--- config.mk ---
export PLATFORM = sky130hd
export DESIGN_NAME = serial_to_parallel
export DESIGN_NICKNAME = d
export VERILOG_FILES = /design/src/rtl/serial_to_parallel_pkg.sv /design/src/rtl/serial_to_parallel.sv
export SDC_FILE = /design/constraint.sdc
export NUM_CORES = 1
export LEC_CHECK = 0
export CORE_MARGIN = 2
export CORE_UTILIZATION = 35
export DETAILED_ROUTE_END_ITERATION = 6
export GPL_TIMING_DRIVEN = 0
export PLACE_DENSITY = 0.64
export SLEW_MARGIN = 20
export SYNTH_ARGS = -nofsm -noshare
export SYNTH_HDL_FRONTEND = slang
export SYNTH_SLANG_ARGS = --single-unit
--- constraint.sdc ---
create_clock -name clk -period 4.5 [get_ports clk]
set_clock_uncertainty 0.1 [all_clocks]
set_input_delay 0.45 -clock clk [delete_from_list [all_inputs] [get_ports clk]]
set_output_delay 0.45 -clock clk [all_outputs]
set_load 0.005 [all_outputs]
--- src/rtl/serial_to_parallel_pkg.sv ---
// Shared definitions for the chunk-to-word reassembler.
package serial_to_parallel_pkg;

   // COLLECT: gathering chunks into the shift register.
   // FULL: a complete word is held on the output, waiting for handoff.
   typedef enum logic [0:0] {
      ST_COLLECT = 1'b0,
      ST_FULL    = 1'b1
   } s2p_state_t;

endpackage

--- src/rtl/serial_to_parallel.sv ---
// Reassembles S_WIDTH-bit chunks into P_WIDTH-bit words, first chunk in the MSBs.
// The output side uses valid/ready. The input side offers ready, but the source may
// ignore it; a refused chunk is reported with a one-cycle overrun pulse. An optional
// idle timeout discards a stalled partial word.
module serial_to_parallel
   import serial_to_parallel_pkg::*;
#(
   parameter int P_WIDTH        = 24,
   parameter int S_WIDTH        = 8,
   parameter int TIMEOUT_CYCLES = 0
) (
   input  logic               clk,
   input  logic               rst,
   input  logic               flush,
   input  logic               in_valid,
   input  logic [S_WIDTH-1:0] in_data,
   output logic               in_ready,
   output logic               out_valid,
   output logic [P_WIDTH-1:0] out_data,
   input  logic               out_ready,
   output logic               busy,
   output logic               overrun,
   output logic               timeout
);

   localparam int COUNT_MAX = P_WIDTH / S_WIDTH;
   localparam int CNT_W     = $clog2(COUNT_MAX);
   localparam int IDLE_W    = (TIMEOUT_CYCLES > 1) ? $clog2(TIMEOUT_CYCLES + 1) : 1;

   localparam logic [CNT_W-1:0]  CNT_LAST  = CNT_W'(COUNT_MAX - 1);
   localparam logic [IDLE_W-1:0] IDLE_LIM  = IDLE_W'(TIMEOUT_CYCLES);
   localparam bit                TO_ENABLE = (TIMEOUT_CYCLES > 0);

   s2p_state_t         state;
   logic [CNT_W-1:0]   count;
   logic [P_WIDTH-1:0] shift;
   logic [IDLE_W-1:0]  idle;

   logic               accept;
   logic [P_WIDTH-1:0] shift_next;
   logic [IDLE_W-1:0]  idle_inc;

   // Input handshake: always open while collecting; while full, a chunk may only
   // enter in the handoff cycle. flush closes the input for its duration.
   always_comb begin
      in_ready   = 1'b0;
      if (!flush) begin
         in_ready = (state == ST_COLLECT) ? 1'b1 : out_ready;
      end
      accept     = in_valid && in_ready;
      shift_next = {shift[P_WIDTH-S_WIDTH-1:0], in_data};
      idle_inc   = idle + IDLE_W'(1);
      busy       = (count != '0);
   end

   // Collect/hold FSM with shift register, held word, idle timer and status pulses.
   always_ff @(posedge clk or posedge rst) begin
      if (rst) begin
         state     <= ST_COLLECT;
         count     <= '0;
         shift     <= '0;
         out_data  <= '0;
         out_valid <= 1'b0;
         overrun   <= 1'b0;
         timeout   <= 1'b0;
         idle      <= '0;
      end else begin
         // A chunk dropped because of flush is intentional, not an overrun.
         overrun <= in_valid && !in_ready && !flush;
         timeout <= 1'b0;
         if (flush) begin
            state     <= ST_COLLECT;
            count     <= '0;
            shift     <= '0;
            out_valid <= 1'b0;
            idle      <= '0;
         end else begin
            case (state)
               ST_COLLECT: begin
                  if (accept) begin
                     shift <= shift_next;
                     idle  <= '0;
                     if (count == CNT_LAST) begin
                        out_data  <= shift_next;
                        out_valid <= 1'b1;
                        count     <= '0;
                        state     <= ST_FULL;
                     end else begin
                        count <= count + CNT_W'(1);
                     end
                  end else if (TO_ENABLE && (count != '0)) begin
                     // Stalled partial word: discard it once the idle limit is reached.
                     if (idle_inc == IDLE_LIM) begin
                        count   <= '0;
                        shift   <= '0;
                        idle    <= '0;
                        timeout <= 1'b1;
                     end else begin
                        idle <= idle_inc;
                     end
                  end
               end
               ST_FULL: begin
                  if (out_ready) begin
                     out_valid <= 1'b0;
                     state     <= ST_COLLECT;
                     // A chunk arriving in the handoff cycle starts the next word.
                     if (accept) begin
                        shift <= shift_next;
                        count <= CNT_W'(1);
                        idle  <= '0;
                     end
                  end
               end
               default: begin
                  state <= ST_COLLECT;
               end
            endcase
         end
      end
   end

endmodule

**Yosys cells after proc, flatten, opt, wreduce, memory -nomap -nowiden**

Index checks and enable logic that the tools add are counted.

- Logic and storage cells: 45
- Memories kept: 0
- Bits of input ports: 13
- Latch bits: 0
- Bits in registers: 53
- Output and inout port bits: 29
- RAM bits: 0
- ROM bits: 0

- $add $sub $neg: 1
- Reductions and logical operators: 9
- Bitwise operators: 2
- Div/mod/pow operators: 0
- Multiplexer cells: 22
- Order comparisons: 0
- Shift-type cells: 0
- Multipliers: 0
- Eq/ne operators: 5

Operator list:

| kind | number |
|---|---|
| $mux W24 | 3 |
| $pmux W24 S2 | 1 |
| $mux W1 | 10 |
| $mux W2 | 5 |
| $ne A3 B2 Y1 const B | 2 |
| $ne A3 B3 Y1 const B | 2 |
| $reduce_and A3 Y1 | 2 |
| $pmux W1 S2 | 2 |
| $pmux W2 S2 | 1 |
| $reduce_and A4 Y1 | 1 |
| $logic_and A1 B1 Y1 | 3 |
| $add A2 B1 Y2 const B | 1 |
| $eq A2 B2 Y1 const B | 1 |
| $logic_not A1 Y1 | 2 |
| $not A1 Y1 | 2 |
| $reduce_bool A2 Y1 | 1 |

**Depth between registers and ports, before layout**

- Depth after elaboration: 7
- Gate-level depth with buffers: 4
- Mapped depth without buffers: 3

**Worst setup path after synthesis**

OpenSTA, ideal clock, no wires.

- Path kind: in2reg
- Start point: input port flush
- End point: register out_data[0]
- Arrival: 1551 ps
- Required time: 4275 ps
- Buffers on the path: 1
- Path slack: 2724 ps
- Stages: 4
- Library setup time: 125 ps
- Cell sequence: nand2b_4 -> nor4b_4 -> buf_6 -> mux2_2

- Longest elaborated chain between the ends: 3
- Elaborated cells on any way between the ends: 4
- Those cells by class: mux (1); bitwise (1); reduce/logical (2)

RTL lines:

| item | RTL line | source |
|---|---|---|
| start: declaration | serial_to_parallel.sv:14 | `input logic flush,` |
| $mux W1 | serial_to_parallel.sv:47 | `if (!flush) begin` |
| $logic_and A1 B1 Y1 | serial_to_parallel.sv:50 | `accept = in_valid && in_ready;` |
| $reduce_and A4 Y1 (no source line) (*) | - |  |
| end signal: assignment | serial_to_parallel.sv:84 | `out_data <= shift_next;` |
| end: declaration | serial_to_parallel.sv:19 | `output logic [P_WIDTH-1:0] out_data,` |

Mark *: on every way between the ends. The rest lies on a longest branch, timed or not.
A chain may end at the register's enable or synchronous reset.

**Worst setup path after layout**

Same ends and word-level chain as after synthesis.

==> summary.md <==
| Metric | Value |
|---|---|
| CP required | `4.57 ns` |
| Length of the first detailed-routing pass in iterations | `4` |
| Worst min path class | `in -> async` |
| Syn_nets | `121` |
| WL per Instance | `15.0 µm` |
| Nets | `169` |
| Synth warn | `0` |
| Worst stage delay on the critical path | `0.60 ns` |
| Number of global-route vias before repair | `1142` |
| Layout Cells excl Fill | `223` |
| PwrDens | `397 mW/mm²` |
| Fin Setup TNS | `0 ns` |
| Sequential power share | `53.0%` |
| RSZ-0062 raised after global routing | `false` |
| Synthesized area | `0.00171 mm²` |
| Combinational share of power | `20.2%` |
| Pins Over Slew Limit | `0` |
| Worst slew pin tran | `0.693 ns` |
| Yosys top cell by area | `dfrtp_1` |
| Num rows | `25` |
| Full die area | `0.00547 mm²` |
| Seq cells post-synth | `45` |
| Status | `finished, final reports clean` |
| Clock power frac | `26.7%` |
| P&R area growth vs syn | `34.5%` |
| Final ANT Viol Nets | `0` |
| Largest net degree at the start of global routing | `30` |
| # IOs | `42` |
| Placed Cells | `216` |
| Core ar. | `0.00472 mm²` |
| Worst-path fanout max | `10` |
| Post-cts sizing count | `0` |
| Leading post-synthesis cells by cell area | `dfrtp_1 (66%), mux2_2 (16%), a22o_1 (8.7%)` |
| Met3 routed WL | `141 µm` |
| GRT Total Usage | `13.7%` |
| ANT cells | `0` |
| Setup Buffers After CTS | `0` |
| CP max-delay cell | `nor4b_4` |
| Worst vdd ir | `0.223 mV` |
| Top cell type's share of synthesized area | `65.7%` |
| Final hold vios | `0` |
| Grt ovf | `0` |
| Hpwl dp | `2350 µm` |
| Mean Syn Cell Area | `15.9 µm²` |
| DIE HEIGHT | `74.0 µm` |
| Worst Setup Start Kind | `input port` |
| Setup Crit Path Kind | `in -> reg` |
| Initial Utilization | `36.3%` |
| CTS Sinks | `45` |
| Hold_buf cts | `0` |
| Clk Latency, worst-skew pair | `0.28 ns` |
| Met2 WL | `1580 µm` |
| Antenna violations before repair | `0` |
| CP Cell Sequence | `clkdlybuf4s50_1 > nand2b_4 > nor4b_4 > buf_6 > mux2_2` |
| Final worst path period need | `2.32 ns` |
| GPL Wtd Cong | `0.733` |
| Final Setup Violations | `0` |
| LEAKAGE | `1.05 nW` |
| TritonCTS clock tree | `built` |
| DRC viols | `0` |
| Clock-pin slew on the worst setup and hold paths | `0.08 ns` |
| DRT met1 WL | `1600 µm` |
| Flop2flop setup slack | `2.56 ns` |
| Num CTS Buffers | `5` |
| Synth Instances | `108` |
| CP arrival | `2.39 ns` |
| CP endpoint kind | `flop` |
| Root Driver | `clkbuf_8` |
| Final period utilization | `51.5%` |
| Final WL | `3340 µm` |
| Max Freq | `432 MHz` |
| Seq/Total Area, Yosys | `65.7%` |
| Relative slew slack | `53.6%` |
| Max Root-Sink Buffers | `2` |
| Cell Int Power | `0.000707 W` |
| Design Area, Final | `0.00230 mm²` |
| Count of maximum capacitance violations | `0` |
| Die X | `74.0 µm` |
| Net switching power figure | `0.000208 W` |
| Share of layout cells above drive strength 1 | `25.6%` |
| Cell Area, Placed | `0.00222 mm²` |
| Port bufs | `40` |
| Initial DRC Count | `41` |
| DR top layer | `met4` |
| Vias | `1053` |
| First-pass GRT wire length | `5590 µm` |
| Switching Share | `22.7%` |
| Synth cell types | `21` |
| Via density | `4.72` |
| H-tree Lvls | `2` |
[metal layers]
metal	vias up	GRT usage, %
li1	488	-
met1	536	18.9
met2	27	20.6
met3	2	4.74
met4	0	4.24
met5	-	0
[logic make-up after synthesis]
| kind of cell | count (synthesis) | synth area share (%) |
|---|---|---|
| DFF | 45 | 65.7 |
| buffers and inverters | 6 | 2.48 |
| and+or+nand+nor | 10 | 4.82 |
| other | 1 | 0.219 |
| muxes | 25 | 16.4 |
| AOI/OAI and AO/OA | 21 | 10.4 |
[flip-flops by register name, summed over array words and instances, names as in the netlist]
register	flops
out_data	24
shift	16
count	2
out_valid	1
overrun	1
state	1
[power by group through the flow]
stage | clock (W) | sequential (W) | combinational [W]
finish | 0.000245 | 0.000485 | 0.000185
global route | 0.000275 | 0.000494 | 0.000201
CTS | 0.000255 | 0.000486 | 0.000189
detailed placement | 0 | 0.000493 | 0.000187
global placement | 0 | 0.000491 | 0.000184
floorplan | 0 | 0.000493 | 0.0000653
[final timing paths]
check / startpoint / to / depth (start not counted)
setup / recovery: flush / out_data[0]$_DFFE_PP0P_ / 5
hold / removal: rst / out_data[20]$_DFFE_PP0P_ / 2
setup reg to reg: state$_DFF_PP0_ / out_data[0]$_DFFE_PP0P_ / 3
hold reg to reg: out_valid$_DFFE_PP0P_ / out_valid$_DFFE_PP0P_ / 1
max in group asynchronous: rst / out_data[21]$_DFFE_PP0P_ / 3
min in group clk: out_valid$_DFFE_PP0P_ / out_valid$_DFFE_PP0P_ / 1
[critical path, delay by kind of cell]
| kind | cells | cell delay [ns] |
|---|---|---|
| and+or+nand+nor | 2 | 0.81 |
| buffers and inverters | 2 | 0.78 |
| muxes | 1 | 0.34 |
[Yosys cell counts]
cell	n
a22o_1	17
o21a_1	1
buf_6	2
a21oi_1	1
nor2b_1	1
buf_2	1
nand2b_1	2
mux2_1	1
o21bai_1	1
nor2_1	3
nand2b_4	1
or2_2	1
conb_1	1
buf_4	1
clkbuf_1	1
dfrtp_1	45
mux2_2	24
nor4b_1	1
a21oi_2	1
nor4b_4	1
inv_1	1
[final cells by class]
class	instances	area [µm²]
Fill cell	420	2420
Tap cell	67	83.8
Clock buffer	7	86.3
Sequential cell	45	1130
Timing Repair Buffer	41	420
Buffer	5	38.8
Inverter	1	3.75
Multi-Input combinational cell	57	546
[per-stage QoR]
step	total power [W]	util, %	hold slack (ns)	setup slack [ns]
finish	0.000915	48.8	0.349	2.18
global route	0.000970	48.8	0.374	2.11
CTS	0.000930	48.8	0.356	2.15
detailed placement	0.000681	47.0	0.384	1.84
global placement	0.000675	46.5	0.375	1.88
floorplan	0.000558	-	0.367	2.72
[cell usage in the layout, fill, tap and decap left out, types with 2 or more instances in the layout]
master           instances
dfrtp_1                 45
buf_6                    2
clkbuf_1                 2
a22o_1                  17
clkdlybuf4s50_1         40
clkbuf_8                 6
mux2_2                  24
nand2b_1                 2
nor2_1                   3
No activity file was read; power rests on OpenSTA's default activity.
==> patch 1, RTL diff (same flow settings) <==
Reset style: synchronous (`rst`), changed in one clocked block.
--- a/src/rtl/serial_to_parallel.sv
+++ b/src/rtl/serial_to_parallel.sv
@@ -54,7 +54,7 @@
    end
 
    // Collect/hold FSM with shift register, held word, idle timer and status pulses.
-   always_ff @(posedge clk or posedge rst) begin
+   always_ff @(posedge clk) begin
       if (rst) begin
          state     <= ST_COLLECT;
          count     <= '0;
Formal check against the unedited RTL: differs if rst is asserted again (counterexample within 4 cycles, from zero or initial values and one cycle with rst high); with rst held inactive, the same outputs for 4 cycles.
==> patch 1 against the original RTL <==
Register-to-register slack gained 0.57 ns. Sequential cell count is the same. Routed wire length grew 25%. Area after synthesis grew 12%. Worst setup slack lost 0.16 ns. Count of clock-buffer cells in the layout shrank 1. Maximum frequency shrank 6.4%. Cell area grew 8.0%.
Power is not compared: it rests on default switching activity, and its combinational part moved more than twofold at a synthesized area within 25%.
==> patch 1: results (changes against the original RTL) <==
INFO  metric gr-usage-met2 = 22.4% (was 20.6%)
INFO  metric capturing_point_of_the_worst_reg2reg_path = out_data[2] (was out_data[0])
INFO  metric layout-drive-gt1-share = 9.09% (was 25.6%)
INFO  metric ys_dominant_reg_cell = sky130_fd_sc_hd__dfxtp_1 (was sky130_fd_sc_hd__dfrtp_1)
INFO  metric route.vias.total = 1516 (was 1053)
INFO  metric buffer_ports.inserted = 39 (was 40)
INFO  metric synthArstFlopShare = 0% (was 100%)
INFO  metric track_usage = 14.4% (was 13.7%)
INFO  metric syn-mean-instance-area = 9.35 sq um (was 15.9 sq um)
INFO  metric fillCellCount = 554 (was 420)
INFO  metric grt_max_degree = 14 (was 30)
INFO  metric met1_usage = 19.6% (was 18.9%)
INFO  metric initialDrtViolationCount = 96 (was 41)
INFO  metric stdcell_count = 325 (was 223)
INFO  metric run_status = finished, final reports clean (unchanged)
INFO  metric ys_seq_area_share = 46.8% (was 65.7%)
INFO  metric worst_r2r_startpoint = count[0] (was state)
INFO  metric timing.critical_path.arrival = 1.92 ns (was 2.39 ns)
INFO  metric netlist_cell_types = 24 (was 21)
INFO  metric cells_taking_the_most_area_after_synthesis = sky130_fd_sc_hd__dfxtp_1 (47%), sky130_fd_sc_hd__nand2b_1 (16%), sky130_fd_sc_hd__mux2i_1 (12%) (was sky130_fd_sc_hd__dfrtp_1 (66%), sky130_fd_sc_hd__mux2_2 (16%), sky130_fd_sc_hd__a22o_1 (8.7%))
INFO  metric dp_hpwl = 3010 um (was 2350 um)
INFO  metric worstHoldPathType = flop to flop (was input port to asynchronous set/reset pin)
INFO  metric placed_cells = 317 (was 216)
INFO  metric nNetsFinal = 265 (was 169)
INFO  metric wire_length_of_the_first_global_routing_pass = 6980 um (was 5590 um)
## patch 1: layout make-up
| class | count | share of cell area, % |
|---|---|---|
| Buffer | 18 | 4.58 |
| Clock buffer | 6 | 2.92 |
| Sequential cell | 45 | 36.2 |
| Clock inverter | 2 | 0.402 |
| Multi-Input combinational cell | 141 | 36.3 |
| Tap cell | 72 | 3.62 |
| Timing Repair Buffer | 39 | 15.7 |
| Inverter | 2 | 0.302 |
## patch 1: cells by family (layout without fill, tap and decap cells)
| logic type | Yosys count | count (layout) |
|---|---|---|
| and+or+nand+nor | 78 | 78 |
| AOI/OAI and AO/OA | 38 | 38 |
| buffers and inverters | 20 | 67 |
| muxes | 24 | 24 |
| DFF | 45 | 45 |
| other | 1 | 1 |
## patch 1: worst max path at each step
stage	startpoint	to	slack (ns)
4_1_cts	out_ready	in_ready	2.02
5_1_grt	out_ready	in_ready	1.92
2_1_floorplan	out_ready	in_ready	3.08
6_report	out_ready	in_ready	2.03
3_5_place_dp	out_ready	in_ready	2.02
3_3_place_gp	out_ready	in_ready	2.03
## patch 1: worst max-delay path: stages
cell and delay, ns:
sky130_fd_sc_hd__clkdlybuf4s50_1 0.49, sky130_fd_sc_hd__nor2b_1 0.05, sky130_fd_sc_hd__buf_2 0.16, sky130_fd_sc_hd__buf_4 0.18, sky130_fd_sc_hd__nor2_1 0.09, sky130_fd_sc_hd__clkdlybuf4s50_1 0.50
## patch 1: stage by stage
stage / area [sq um] / setup slack, ns / hold WS, ns
finish: 2490 / 2.03 / 0.373
global route: 2490 / 1.92 / 0.397
CTS: 2490 / 2.02 / 0.377
detailed placement: 2410 / 2.02 / 0.358
global placement: 2410 / 2.03 / 0.353
floorplan: 1930 / 3.08 / 0.348
## patch 1: power by group through the flow
stage                     registers (mW)  logic [mW]  clock network (mW)
after global placement             0.411      0.0462                   0
after detailed placement           0.411      0.0462                   0
after CTS                          0.402      0.0465               0.249
final                              0.402      0.0462               0.241
after floorplan                    0.411      0.0254                   0
after global routing               0.402      0.0502               0.268
## patch 1: per-layer routing
metal  wire, um  part of all wire (%)  up-vias
met3        135                   3.2        6
met4         55                   1.3        0
met1       2070                    50      696
met2       1920                    46       31
li1           -                     -      783
met5          0                     0        -
==> patch 2, RTL diff (same flow settings) <==
Made on the original files. Set the parameter `S_WIDTH` to 4 (it was 8).
--- a/src/rtl/serial_to_parallel.sv
+++ b/src/rtl/serial_to_parallel.sv
@@ -6,7 +6,7 @@
    import serial_to_parallel_pkg::*;
 #(
    parameter int P_WIDTH        = 24,
-   parameter int S_WIDTH        = 8,
+   parameter int S_WIDTH        = 4,
    parameter int TIMEOUT_CYCLES = 0
 ) (
    input  logic               clk,
Ports: changed (resized in_data); port bits go from 42 to 38. The function was not compared with the original's and may differ.
==> patch 2 against the original RTL <==
Via count grew 43%. Routed wire length rose by 26%. Critical endpoint is now in_ready. Worst setup slack worse by 0.28 ns. Hold slack better by 0.059 ns. Area after synthesis grew 26%. Global-route usage grew 0.18 points. Cell area is 18% higher. Sequential cell count is 5 higher. Critical path depth unchanged. Total power fell by 8.7%.
==> patch 2: results (changes against the original RTL) <==
INFO  metric buffer_ports.inserted = 34 (was 40)
INFO  metric gp_congestion = 0.755 (was 0.733)
INFO  metric swShare = 21.5% (was 22.7%)
INFO  metric initialDrtViolationCount = 116 (was 41)
INFO  metric netlist_cell_types = 26 (was 21)
INFO  metric path_delay_family = buffers and inverters (was simple AND/OR/NAND/NOR gates)
INFO  metric critPathMaxStageDelay = 0.51 ns (was 0.60 ns)
INFO  metric cts_max_path_buffers = 2 (unchanged)
INFO  metric placed_cell_area = 2620 sq um (was 2220 sq um)
INFO  metric number_of_global_route_vias_before_repair = 1425 (was 1142)
INFO  metric timing.critical_path.arrival = 2.05 ns (was 2.39 ns)
INFO  metric clock-root-buffer = sky130_fd_sc_hd__clkbuf_8 (unchanged)
INFO  metric cells_taking_the_most_area_after_synthesis = sky130_fd_sc_hd__dfrtp_1 (58%), sky130_fd_sc_hd__mux2_4 (14%), sky130_fd_sc_hd__a21oi_1 (5.6%) (was sky130_fd_sc_hd__dfrtp_1 (66%), sky130_fd_sc_hd__mux2_2 (16%), sky130_fd_sc_hd__a22o_1 (8.7%))
INFO  metric vdd.ir_drop.worst = 157 uV (was 223 uV)
INFO  metric top_regs = out_data x24, shift x20, count x3 (was out_data x24, shift x16, count x2)
INFO  metric wire_per_inst = 14.2 um (was 15.0 um)
INFO  metric synth-warning-count = 0 (unchanged)
INFO  metric nNetsFinal = 228 (was 169)
INFO  metric synth.top_cells.by_count = sky130_fd_sc_hd__dfrtp_1 (50), sky130_fd_sc_hd__a21oi_1 (24), sky130_fd_sc_hd__nand3_1 (21), sky130_fd_sc_hd__o21ai_0 (21), sky130_fd_sc_hd__mux2_4 (20) (was sky130_fd_sc_hd__dfrtp_1 (45), sky130_fd_sc_hd__mux2_2 (24), sky130_fd_sc_hd__a22o_1 (17))
INFO  metric syn-num-nets = 186 (was 121)
INFO  metric static-leakage-power = 1.27 nW (was 1.05 nW)
INFO  metric layout-drive-gt1-share = 17.7% (was 25.6%)
INFO  metric worstHoldPathType = flop to flop (was input port to asynchronous set/reset pin)
INFO  metric pre_cts_slack = 1.90 ns (was 1.84 ns)
INFO  metric timing.slew.headroom = 56.9% (was 53.6%)
INFO  metric run_status = finished, final reports clean (unchanged)
INFO  metric critical_path.slowest_cell = sky130_fd_sc_hd__clkdlybuf4s50_1 (was sky130_fd_sc_hd__nor4b_4)
INFO  metric detail_route.vias_per_cell = 5.09 (was 4.72)
INFO  metric wire_length_of_the_first_global_routing_pass = 7070 um (was 5590 um)
INFO  metric worst_skew_pair.late_latency = 0.30 ns (was 0.28 ns)
INFO  metric setup_violations = 0 (unchanged)
INFO  metric dp_hpwl = 2890 um (was 2350 um)
INFO  metric track_usage = 13.9% (was 13.7%)
INFO  metric ys_seq_area_share = 58.1% (was 65.7%)
INFO  metric grt_max_degree = 31 (was 30)
INFO  metric cts.repair.resized = 0 (unchanged)
patch 2: cell count changes in the layout (fill, tap and decap cells not counted), sizes merged, moves of 3 or more:
cell	before	now
a21oi	2	24
a22o	17	0
and2b	0	3
clkbuf	8	17
clkdlybuf4s50	40	34
dfrtp	45	50
nand3	0	21
o21ai	0	21
patch 2: per-stage QoR:
step	std cells	power, mW
2_1_floorplan	177	0.507
3_3_place_gp	286	0.535
3_5_place_dp	287	0.539
4_1_cts	295	0.846
5_1_grt	295	0.876
6_report	295	0.835
patch 2: cell families after synthesis:
kind of cell | after synthesis | synth area share, %
buffers and inverters | 19 | 4.30
AND/OR/NAND/NOR | 34 | 9.41
other | 1 | 0.174
flip-flops | 50 | 58.1
AO/OA/AOI/OAI | 49 | 12.0
multiplexers | 24 | 16.0
patch 2: cell type report:
class | count | area (sq um)
fill | 543 | 3200
sequential | 50 | 1250
multi-input combinational | 108 | 810
timing repair buffer | 35 | 368
tap | 75 | 93.8
buffer | 16 | 81.3
clock buffer | 7 | 76.3
clock inverter | 1 | 30.0
inverter | 3 | 11.3
patch 2: path summary, 6_finish.rpt:
path / start / endpoint / slack (ns) / cells after the start
max in group asynchronous: rst / count[2] / 3.31 / 3
worst min register to register: shift[16] / out_data[20] / 0.41 / 1
min in group asynchronous: rst / shift[17] / 0.46 / 2
worst min-delay path: shift[16] / out_data[20] / 0.41 / 1
worst max register to register: state / out_data[3] / 2.80 / 4
worst max-delay path: out_ready / in_ready / 1.90 / 5
patch 2: power by group through the flow:
stage / registers (mW) / logic [mW] / clock network [mW]
after floorplan: 0.473 / 0.0343 / 0
after global placement: 0.475 / 0.0601 / 0
after detailed placement: 0.475 / 0.0642 / 0
after CTS: 0.466 / 0.0645 / 0.316
after global routing: 0.468 / 0.0699 / 0.339
final: 0.466 / 0.0630 / 0.307
patch 2: per-layer routing:
layer	global-route usage (%)	vias to the layer above	wire (um)
met3	3.80	6	194
met4	4.50	0	53
li1	-	714	-
met2	20.4	37	1890
met1	19.9	744	2060
met5	0	-	0
